<file path="src/rtl/loop_flow_ctrl_mux4.sv">
// Handshake shim for a pipelined HLS loop plus an independent 4:1 word mux.
// The two sections share only the clock and reset pins.
module loop_flow_ctrl_mux4 #(
  parameter int ID        = 1,
  parameter int NUM_STAGE = 1,
  parameter int DIN_WIDTH = 32,
  parameter int SEL_WIDTH = 2
) (
  input  logic                 ap_clk,
  input  logic                 ap_rst_n,
  input  logic                 ap_start,
  output logic                 ap_ready,
  output logic                 ap_done,
  output logic                 ap_start_int,
  output logic                 ap_loop_init,
  input  logic                 ap_ready_int,
  input  logic                 ap_loop_exit_ready,
  input  logic                 ap_loop_exit_done,
  output logic                 ap_continue_int,
  input  logic                 ap_done_int,
  input  logic [DIN_WIDTH-1:0] din0,
  input  logic [DIN_WIDTH-1:0] din1,
  input  logic [DIN_WIDTH-1:0] din2,
  input  logic [DIN_WIDTH-1:0] din3,
  input  logic [SEL_WIDTH-1:0] din4,
  output logic [DIN_WIDTH-1:0] dout
);

  logic init_reg;
  logic done_cache;
  logic unused_ok;

  assign unused_ok = ^{ap_done_int, ID[0], NUM_STAGE[0]};

  assign ap_start_int    = ap_start;
  assign ap_continue_int = 1'b1;
  assign ap_ready        = ap_loop_exit_ready;
  assign ap_loop_init    = init_reg & ap_start;
  assign ap_done         = ap_loop_exit_done
                         | (done_cache & ~ap_start);

  // Exit re-arms init even when the body also consumed an iteration.
  always_ff @(posedge ap_clk or negedge ap_rst_n) begin
    if (!ap_rst_n) begin
      init_reg   <= 1'b1;
      done_cache <= 1'b0;
    end else begin
      if (ap_loop_exit_done)
        init_reg <= 1'b1;
      else if (ap_ready_int)
        init_reg <= 1'b0;
      if (ap_loop_exit_done)
        done_cache <= 1'b1;
      else if (ap_start)
        done_cache <= 1'b0;
    end
  end

  always_comb begin
    dout = din0;
    case (din4)
      SEL_WIDTH'(0): dout = din0;
      SEL_WIDTH'(1): dout = din1;
      SEL_WIDTH'(2): dout = din2;
      SEL_WIDTH'(3): dout = din3;
      default:       dout = din0;
    endcase
  end

endmodule

</file>
<file path="config.mk">
export PLATFORM = sky130hd
export DESIGN_NAME = loop_flow_ctrl_mux4
export DESIGN_NICKNAME = d
export VERILOG_FILES = /design/src/rtl/loop_flow_ctrl_mux4.sv
export SDC_FILE = /design/constraint.sdc
export NUM_CORES = 1
export LEC_CHECK = 0
export BUFFER_PORTS_ARGS = -buffer_cell sky130_fd_sc_hd__clkbuf_2
export CAP_MARGIN = 30
export CORE_AREA = 2 2 66 68
export DETAILED_ROUTE_END_ITERATION = 10
export DIE_AREA = 0 0 68 70
export HOLD_SLACK_MARGIN = 0.1
export PLACE_DENSITY = 0.73
export SLEW_MARGIN = 0
export SYNTH_ARGS = -nofsm -noshare
export SYNTH_HDL_FRONTEND = slang
export SYNTH_SLANG_ARGS = --single-unit
</file>
<file path="constraint.sdc">
create_clock -name ap_clk -period 1.8 [get_ports ap_clk]
set_input_delay 0.36 -clock ap_clk [delete_from_list [all_inputs] [get_ports ap_clk]]
set_output_delay 0.36 -clock ap_clk [all_outputs]
set_load 0.005 [all_outputs]
</file>
# Word-level counts from Yosys, hierarchy flattened
# Cells that the tools add are included.
# Widths: inputs -> output; s select.
totals:
  reg_bits: 2
  in_bits: 137
  out_inout_bits: 37
  word_cells: 17
classes:
  eq_ne: 3
  muxes: 5
  n_bitwise: 4
  n_reduce_logical: 3
op_table:
  columns: ["op", "count"]
  rows:
  - ["$pmux 32 s4", 1]
  - ["$eq 2x2->1 const B", 2]
  - ["$mux 1", 4]
  - ["$reduce_bool 2->1", 2]
  - ["$and 1x1->1", 2]
  - ["$eq 2x1->1 const B", 1]
  - ["$logic_not 2->1", 1]
  - ["$not 1->1", 1]
  - ["$or 1x1->1", 1]

# Depth between registers and ports, before layout
# Gate-level depths: netlist (run 1).
depth:
  depth_word: 3
  mapped_depth: 3
  depth_no_buf: 2

# Worst setup path before layout (run 1)
# OpenSTA, ideal clock, no wires.
synth_timing:
  kind: "input to output"
  from: "input port din4[0]"
  to: "output port dout[0]"
  arrival_time_ps: 1121
  t_required_ps: 1440
  setup_slack_ps: 319
  path_stages: 3
  n_path_buf: 2
  cell_sequence: "buf_6 > buf_12 > mux4_2"
synth_between:
  elab_chain_cells: 2
  elab_cells_between_ends: 5
  classes_between: "3 x eq/ne; 1 x mux; 1 x reduce/logical"
synth_lines:
  columns: ["item", "line", "source"]
  rows:
  - ["from (decl)", "25", "input logic [SEL_WIDTH-1:0] din4,"]
  - ["$eq 2x2->1, or another cell as far along", "61", "case (din4)"]
  - ["$pmux 32 s4 (*)", "61", null]
  - ["to (decl)", "26", "output logic [DIN_WIDTH-1:0] dout"]
# Mark *: on every way between the ends. The rest lies on a longest branch, timed or not.

# Worst setup path in the final report (run 1)
layout_timing:
  from: "input port din4[0]"
  to: "output port dout[28]"
# Same word-level chain as after synthesis.

==> results of run 1 <==
[kinds of logic after synthesis]
family	Yosys count	share of synthesized area (%)
and+or+nand+nor	1	0.674
other	1	0.404
muxes	32	78.4
DFF	2	5.53
AOI/OAI and AO/OA	3	2.43
buffers and inverters	12	12.5
[final timing paths]
path | startpoint | slack [ns] | depth (start not counted) | end
min in group asynchronous | ap_rst_n | 0.46 | 2 | done_cache
max in group asynchronous | ap_rst_n | 1.15 | 2 | init_reg
hold reg to reg | done_cache | 0.49 | 1 | done_cache
hold / removal | ap_loop_exit_done | 0.37 | 2 | done_cache
setup / recovery | din4[0] | 0.06 | 4 | dout[28]
setup reg to reg | init_reg | 1.12 | 1 | init_reg
[power breakdown]
group / internal [W] / switching, W / total, W
registers: 0.0000495 / 0.00000164 / 0.0000512
clock network: 0.000151 / 0.0000421 / 0.000193
logic: 0.000279 / 0.000139 / 0.000418
total: 0.000480 / 0.000183 / 0.000662
[through the flow]
stage	total power (W)	area [µm²]
2_1_floorplan	0.000249	928
3_3_place_gp	0.000463	1790
3_5_place_dp	0.000475	1790
4_1_cts	0.000678	1850
5_1_grt	0.000717	1850
6_report	0.000662	1850
[routing by layer]
metal | global-route usage [%] | vias to the layer above | share of wire [%]
met5 | 0 | - | 0
met4 | 5.56 | 0 | 1.3
met3 | 3.70 | 4 | 13
met2 | 30.6 | 101 | 54
met1 | 14.6 | 593 | 31
li1 | - | 574 | -
[layout make-up]
class | count | share of cell area, %
timing repair buffer | 173 | 49.6
tap | 52 | 3.53
sequential | 2 | 2.78
clock buffer | 4 | 2.44
multi-input combinational | 37 | 41.2
inverter | 2 | 0.407
[cell usage in the layout (no fill, tap or decap)]
cell type,count
a21o_1,3
and2_1,1
buf_12,3
clkbuf_1,1
clkbuf_2,169
clkbuf_8,3
conb_1,1
dfrtp_1,1
dfstp_2,1
dlygate4sd3_1,1
inv_1,2
mux4_1,2
mux4_2,30
==> impl_metrics.tcl, run 1 <==
set metrics [dict create \
    drc 0 \
    nets 356 \
    whs_ns 0.371 \
    rsz0062_at_grt "no" \
    yosys.area.top_type "mux4_2" \
    synth_area_leaders "mux4_2 73%, buf_12 6.5%, mux4_1 5.7%" \
    drtIter0Drc 32 \
    syn_nets 188 \
    fin_crit_sh_pct 96.5 \
    fmax_mhz 576 \
    path_buf_inv 3 \
    hold_buffers 1 \
    holdCritPathClass "in -> reg" \
    fin_ws_ns 0.0628 \
    critPathArrivalTime_ns 1.38 \
    synth-edff-count 0 \
    final_core_util_pct 44.5 \
    numCtsBuffers 3 \
    grt_pass1_vias 1297 \
    num_rows 24 \
    final-hold-violation-count 0 \
    synth_seq_cells 2 \
    dr.pass1.iters 4 \
    vias 1272 \
    post_cts_buffers 0 \
    cp_max_fo 16 \
    finalNonFillerCells 270 \
    antenna_cells 0 \
    period_minus_slack_ns 1.74 \
    synth_area_per_cell_um2 18.2 \
    tns_ns 0 \
    cts_tree "done" \
    cts_buffer_depth 2 \
    yosysMostFrequentCell "mux4_2" \
    dieArea_um2 4760 \
    yosysSeqAreaShare_pct 5.53 \
    regArea_um2 51.3 \
    placedCellCount 265 \
    numClockSinks 2 \
    crit_slowest_cell "mux4_1" \
    path_class "in -> out" \
    drv_cap 0 \
    synth_warnings 0 \
    synth_common_cells "30 x mux4_2, 3 x a21o_1, 3 x buf_12, 3 x buf_2, 3 x buf_4" \
    dpl_worst_slack_ns 0.0451 \
    synth_ff_type "dfstp_2" \
    synth_top_area_share_pct 72.8 \
    drive_gt1_share_pct 94.5 \
    drt_wl_total_um 3840 \
    setup_viol 0 \
    postCtsResizedCells 0 \
    grt_usage_pct 15.5 \
    crit_top_cell "clkbuf_2" \
    critPathRequiredTime_ns 1.44 \
    htree_levels 1 \
    die_w_um 68 \
    wl_per_cell_um 14.2 \
    cpLargestDelayFamily "multiplexers" \
    fillCellCount 389 \
    powerDensity_nw_per_um2 359 \
    dp_hpwl_um 3510 \
    core_um2 4140 \
    grt_overflow 0 \
    grt_pass1_wl_um 5580 \
    portBuffers 169 \
    crit_path_start_kind "primary input" \
    fin_skew_ns 0 \
    io_pins 174 \
    synth_area_um2 928 \
    crit_chain "clkbuf_2 > buf_12 > mux4_1 > clkbuf_2" \
    cp-end-kind "output port" \
    syn_to_final_growth_pct 98.8 \
    path_clk_slew_ns 0.03 \
    syn-instance-count 51 \
    ys_async_sr_fraction_pct 100 \
    cts_root_buf "clkbuf_8" \
    worst_ir_drop_vdd_uv 332 \
    gp_congestion 0.765 \
    antenna_found_initial 0 \
    maxSlewViolCount 0 \
    multi_input_area_um2 761 \
    clk_latency_ns 0.21 \
    synthDistinctLibCells 12 \
    start_util_pct 22.4 \
    die_y_um 70 \
    grt_max_degree 33 \
    p_leak_nw 1.02 \
    viasPerCell 4.71 \
    status "finished, final reports clean" \
    ant_nets 0 \
    max_stage_delay_ns 0.56 \
]
Note: power is estimated with default switching activity, not from simulation.
==> run 2: changes to the inputs <==
--- a/config.mk
+++ b/config.mk
@@ -5,11 +5,12 @@
 export SDC_FILE = /design/constraint.sdc
 export NUM_CORES = 1
 export LEC_CHECK = 0
+export ABC_AREA = 1
 export BUFFER_PORTS_ARGS = -buffer_cell sky130_fd_sc_hd__clkbuf_2
 export CAP_MARGIN = 30
-export CORE_AREA = 2 2 66 68
+export CORE_AREA = 2 2 68 70
 export DETAILED_ROUTE_END_ITERATION = 10
-export DIE_AREA = 0 0 68 70
+export DIE_AREA = 0 0 70 72
 export HOLD_SLACK_MARGIN = 0.1
 export PLACE_DENSITY = 0.73
 export SLEW_MARGIN = 0
==> run 2 against run 1 <==
Largest power group unchanged; register-to-register slack got worse by 0.10 ns; sequential power fell by 1%; clock power fell by 4%; critical endpoint is now dout[10]; setup slack improved by 0.065 ns.
==> impl_metrics.tcl, run 2 <==
set metrics [dict create \
    rr_startpoint "init_reg" \
    grt_pass1_wl_um 7890 \
    grt_max_degree 42 \
    yosysMostFrequentCell "nand3_1" \
    combPwrFrac_pct 64.9 \
    crit_chain "clkbuf_2 > buf_4 > nand3_1 > nand4_1 > clkbuf_2" \
    status "finished, final reports clean" \
    wl_per_cell_um 12.0 \
    dr.pass1.iters 4 \
    synth_area_um2 1080 \
    grt_pass1_vias 1819 \
    reg2reg_slack_ns 1.02 \
    crit_start "din4[0]" \
    drc 0 \
    final_core_util_pct 46.2 \
    critPathRequiredTime_ns 1.44 \
    intPower_w 0.000431 \
    synth-adder-area-share_pct 0 \
    crit_cells 5 \
    crit_top_cell "clkbuf_2" \
    critPathArrivalTime_ns 1.31 \
    portBuffers 169 \
    final-hold-violation-count 0 \
    tns_ns 0 \
    drive_gt1_share_pct 51.4 \
    cts_buffer_depth 2 \
    fillCellCount 467 \
    nets 496 \
    synth_ff_type "dfstp_2" \
    cts_tree "done" \
    synth_area_per_cell_um2 5.38 \
    fmax_mhz 598 \
    rsz0062_at_grt "no" \
    syn_to_final_growth_pct 83.0 \
    drt_wl_total_um 4930 \
    worst_ir_drop_vdd_uv 172 \
    num_rows 24 \
    syn_nets 337 \
    ys_async_sr_fraction_pct 100 \
    path_buf_inv 3 \
    cp_max_fo 34 \
    fin_crit_sh_pct 92.9 \
    critPathCapture "dout[10]" \
    p_switching_w 0.000242 \
    yosys.area.top_type "nand3_1" \
    max_stage_delay_ns 0.37 \
    synth_seq_cells 2 \
    dieArea_um2 5040 \
    vias 2042 \
    cts_root_buf "clkbuf_8" \
    drv_cap 0 \
    numCtsBuffers 3 \
    path_clk_slew_ns 0.03 \
    final_common_cell "clkbuf_2" \
    r2r_cells 2 \
    mostFrequentLayoutCells "169 x clkbuf_2, 96 x nand3_1, 33 x nand2_1" \
    holdCritPathClass "in -> reg" \
    crit_path_start_kind "primary input" \
    switching_share_pct 36.0 \
    maxSlewViolCount 0 \
    syn-instance-count 200 \
    ant_nets 0 \
    synth_common_cells "96 x nand3_1, 33 x nand2_1, 32 x nand4_1, 17 x buf_4, 9 x buf_2" \
    synth_top_family_by_area "simple AND/OR/NAND/NOR gates" \
    grt_usage_pct 18.2 \
    synth.area.mux_share_pct 0 \
    antenna_found_initial 0 \
    antenna_cells 0 \
    crit_slowest_cell "buf_4" \
    synthSimpleGateAreaFrac_pct 75.3 \
    gp_congestion 0.742 \
    fin_skew_ns 0 \
    cpLargestDelayFamily "buffers and inverters" \
    p_clk_share_pct 27.5 \
    synth_xor_xnor_area_share_pct 0 \
    dp_hpwl_um 4050 \
    io_pins 174 \
    start_util_pct 25.2 \
    yosysSeqAreaShare_pct 4.77 \
    die_y_um 72 \
    htree_levels 1 \
    synth-edff-count 0 \
    numClockSinks 2 \
    p_leak_nw 1.12 \
    period_minus_slack_ns 1.67 \
    pwr-share-seq_pct 7.5 \
    synthDistinctLibCells 11 \
    core_um2 4260 \
    clk_latency_ns 0.21 \
    r2r_end "init_reg" \
    synth_warnings 0 \
    synth_top_area_share_pct 44.7 \
    cp-end-kind "output port" \
    grt_overflow 0 \
    die_w_um 70 \
    powerDensity_nw_per_um2 342 \
    drtIter0Drc 126 \
    setup_viol 0 \
    viasPerCell 4.98 \
    synth_area_leaders "nand3_1 45%, nand4_1 19%, buf_4 12%" \
    path_class "in -> out" \
    synth-compound-area-share_pct 1.40 \
]
[run 2: per-layer routing]
layer | vias to the layer above | share of wire [%] | GRT usage [%]
met4 | 0 | 0.34 | 3.42
met2 | 100 | 53 | 35.9
li1 | 1046 | - | -
met5 | - | 0 | 0
met3 | 2 | 8.9 | 3.06
met1 | 894 | 38 | 20.7
[run 2: cell type report]
cell class,count,area (µm²),share of cell area (%)
multi-input combinational,166,830,42.1
inverter,6,22.5,1.14
clock buffer,4,45.0,2.29
timing repair buffer,180,956,48.5
sequential,2,51.3,2.60
tap,52,65.1,3.30
[run 2: cells by family after synthesis]
logic type             after synthesis
buffers and inverters               32
and+or+nand+nor                    162
other                                1
AOI/OAI and AO/OA                    3
DFF                                  2
[run 2: metrics by stage]
stage	setup slack (ns)	instance area, µm²	hold WS [ns]	power, W	cells
after floorplan	0.602	1080	0.0644	0.000250	200
after global placement	0.148	1910	0.146	0.000484	405
after detailed placement	0.126	1910	0.149	0.000490	405
after CTS	0.125	1970	0.330	0.000685	410
after global routing	0.00467	1970	0.334	0.000741	410
final	0.128	1970	0.322	0.000673	410
[run 2: repair_timing]
item,CTS,global route
buffers inserted,0,0
hold endpoints to repair,1,0
resized for setup,0,0
hold buffers,1,0
endpoints found under the setup margin,0,0
[run 2: worst register-to-register path: cells and delay by family, from the launching register on]
family                 cells  cell delay (ns)
flip-flops                 1             0.52
AO/OA/AOI/OAI              1             0.15
buffers and inverters      1             0.03
[run 2: worst min-delay path by stage]
stage          cells past startpoint          to    startpoint
2_1_floorplan                      0  done_cache      ap_rst_n
3_3_place_gp                       1  done_cache      ap_rst_n
3_5_place_dp                       1  done_cache      ap_rst_n
4_1_cts                            2    init_reg  ap_ready_int
5_1_grt                            2    init_reg  ap_ready_int
6_report                           2    init_reg  ap_ready_int
[run 2: power by group through the flow]
| stage | Sequential, W | Clock [W] | Combinational (W) |
|---|---|---|---|
| final | 0.0000506 | 0.000185 | 0.000437 |
| after global routing | 0.0000509 | 0.000198 | 0.000492 |
| after CTS | 0.0000506 | 0.000191 | 0.000443 |
| after detailed placement | 0.0000511 | 0 | 0.000439 |
| after global placement | 0.0000508 | 0 | 0.000433 |
| after floorplan | 0.0000507 | 0 | 0.000199 |
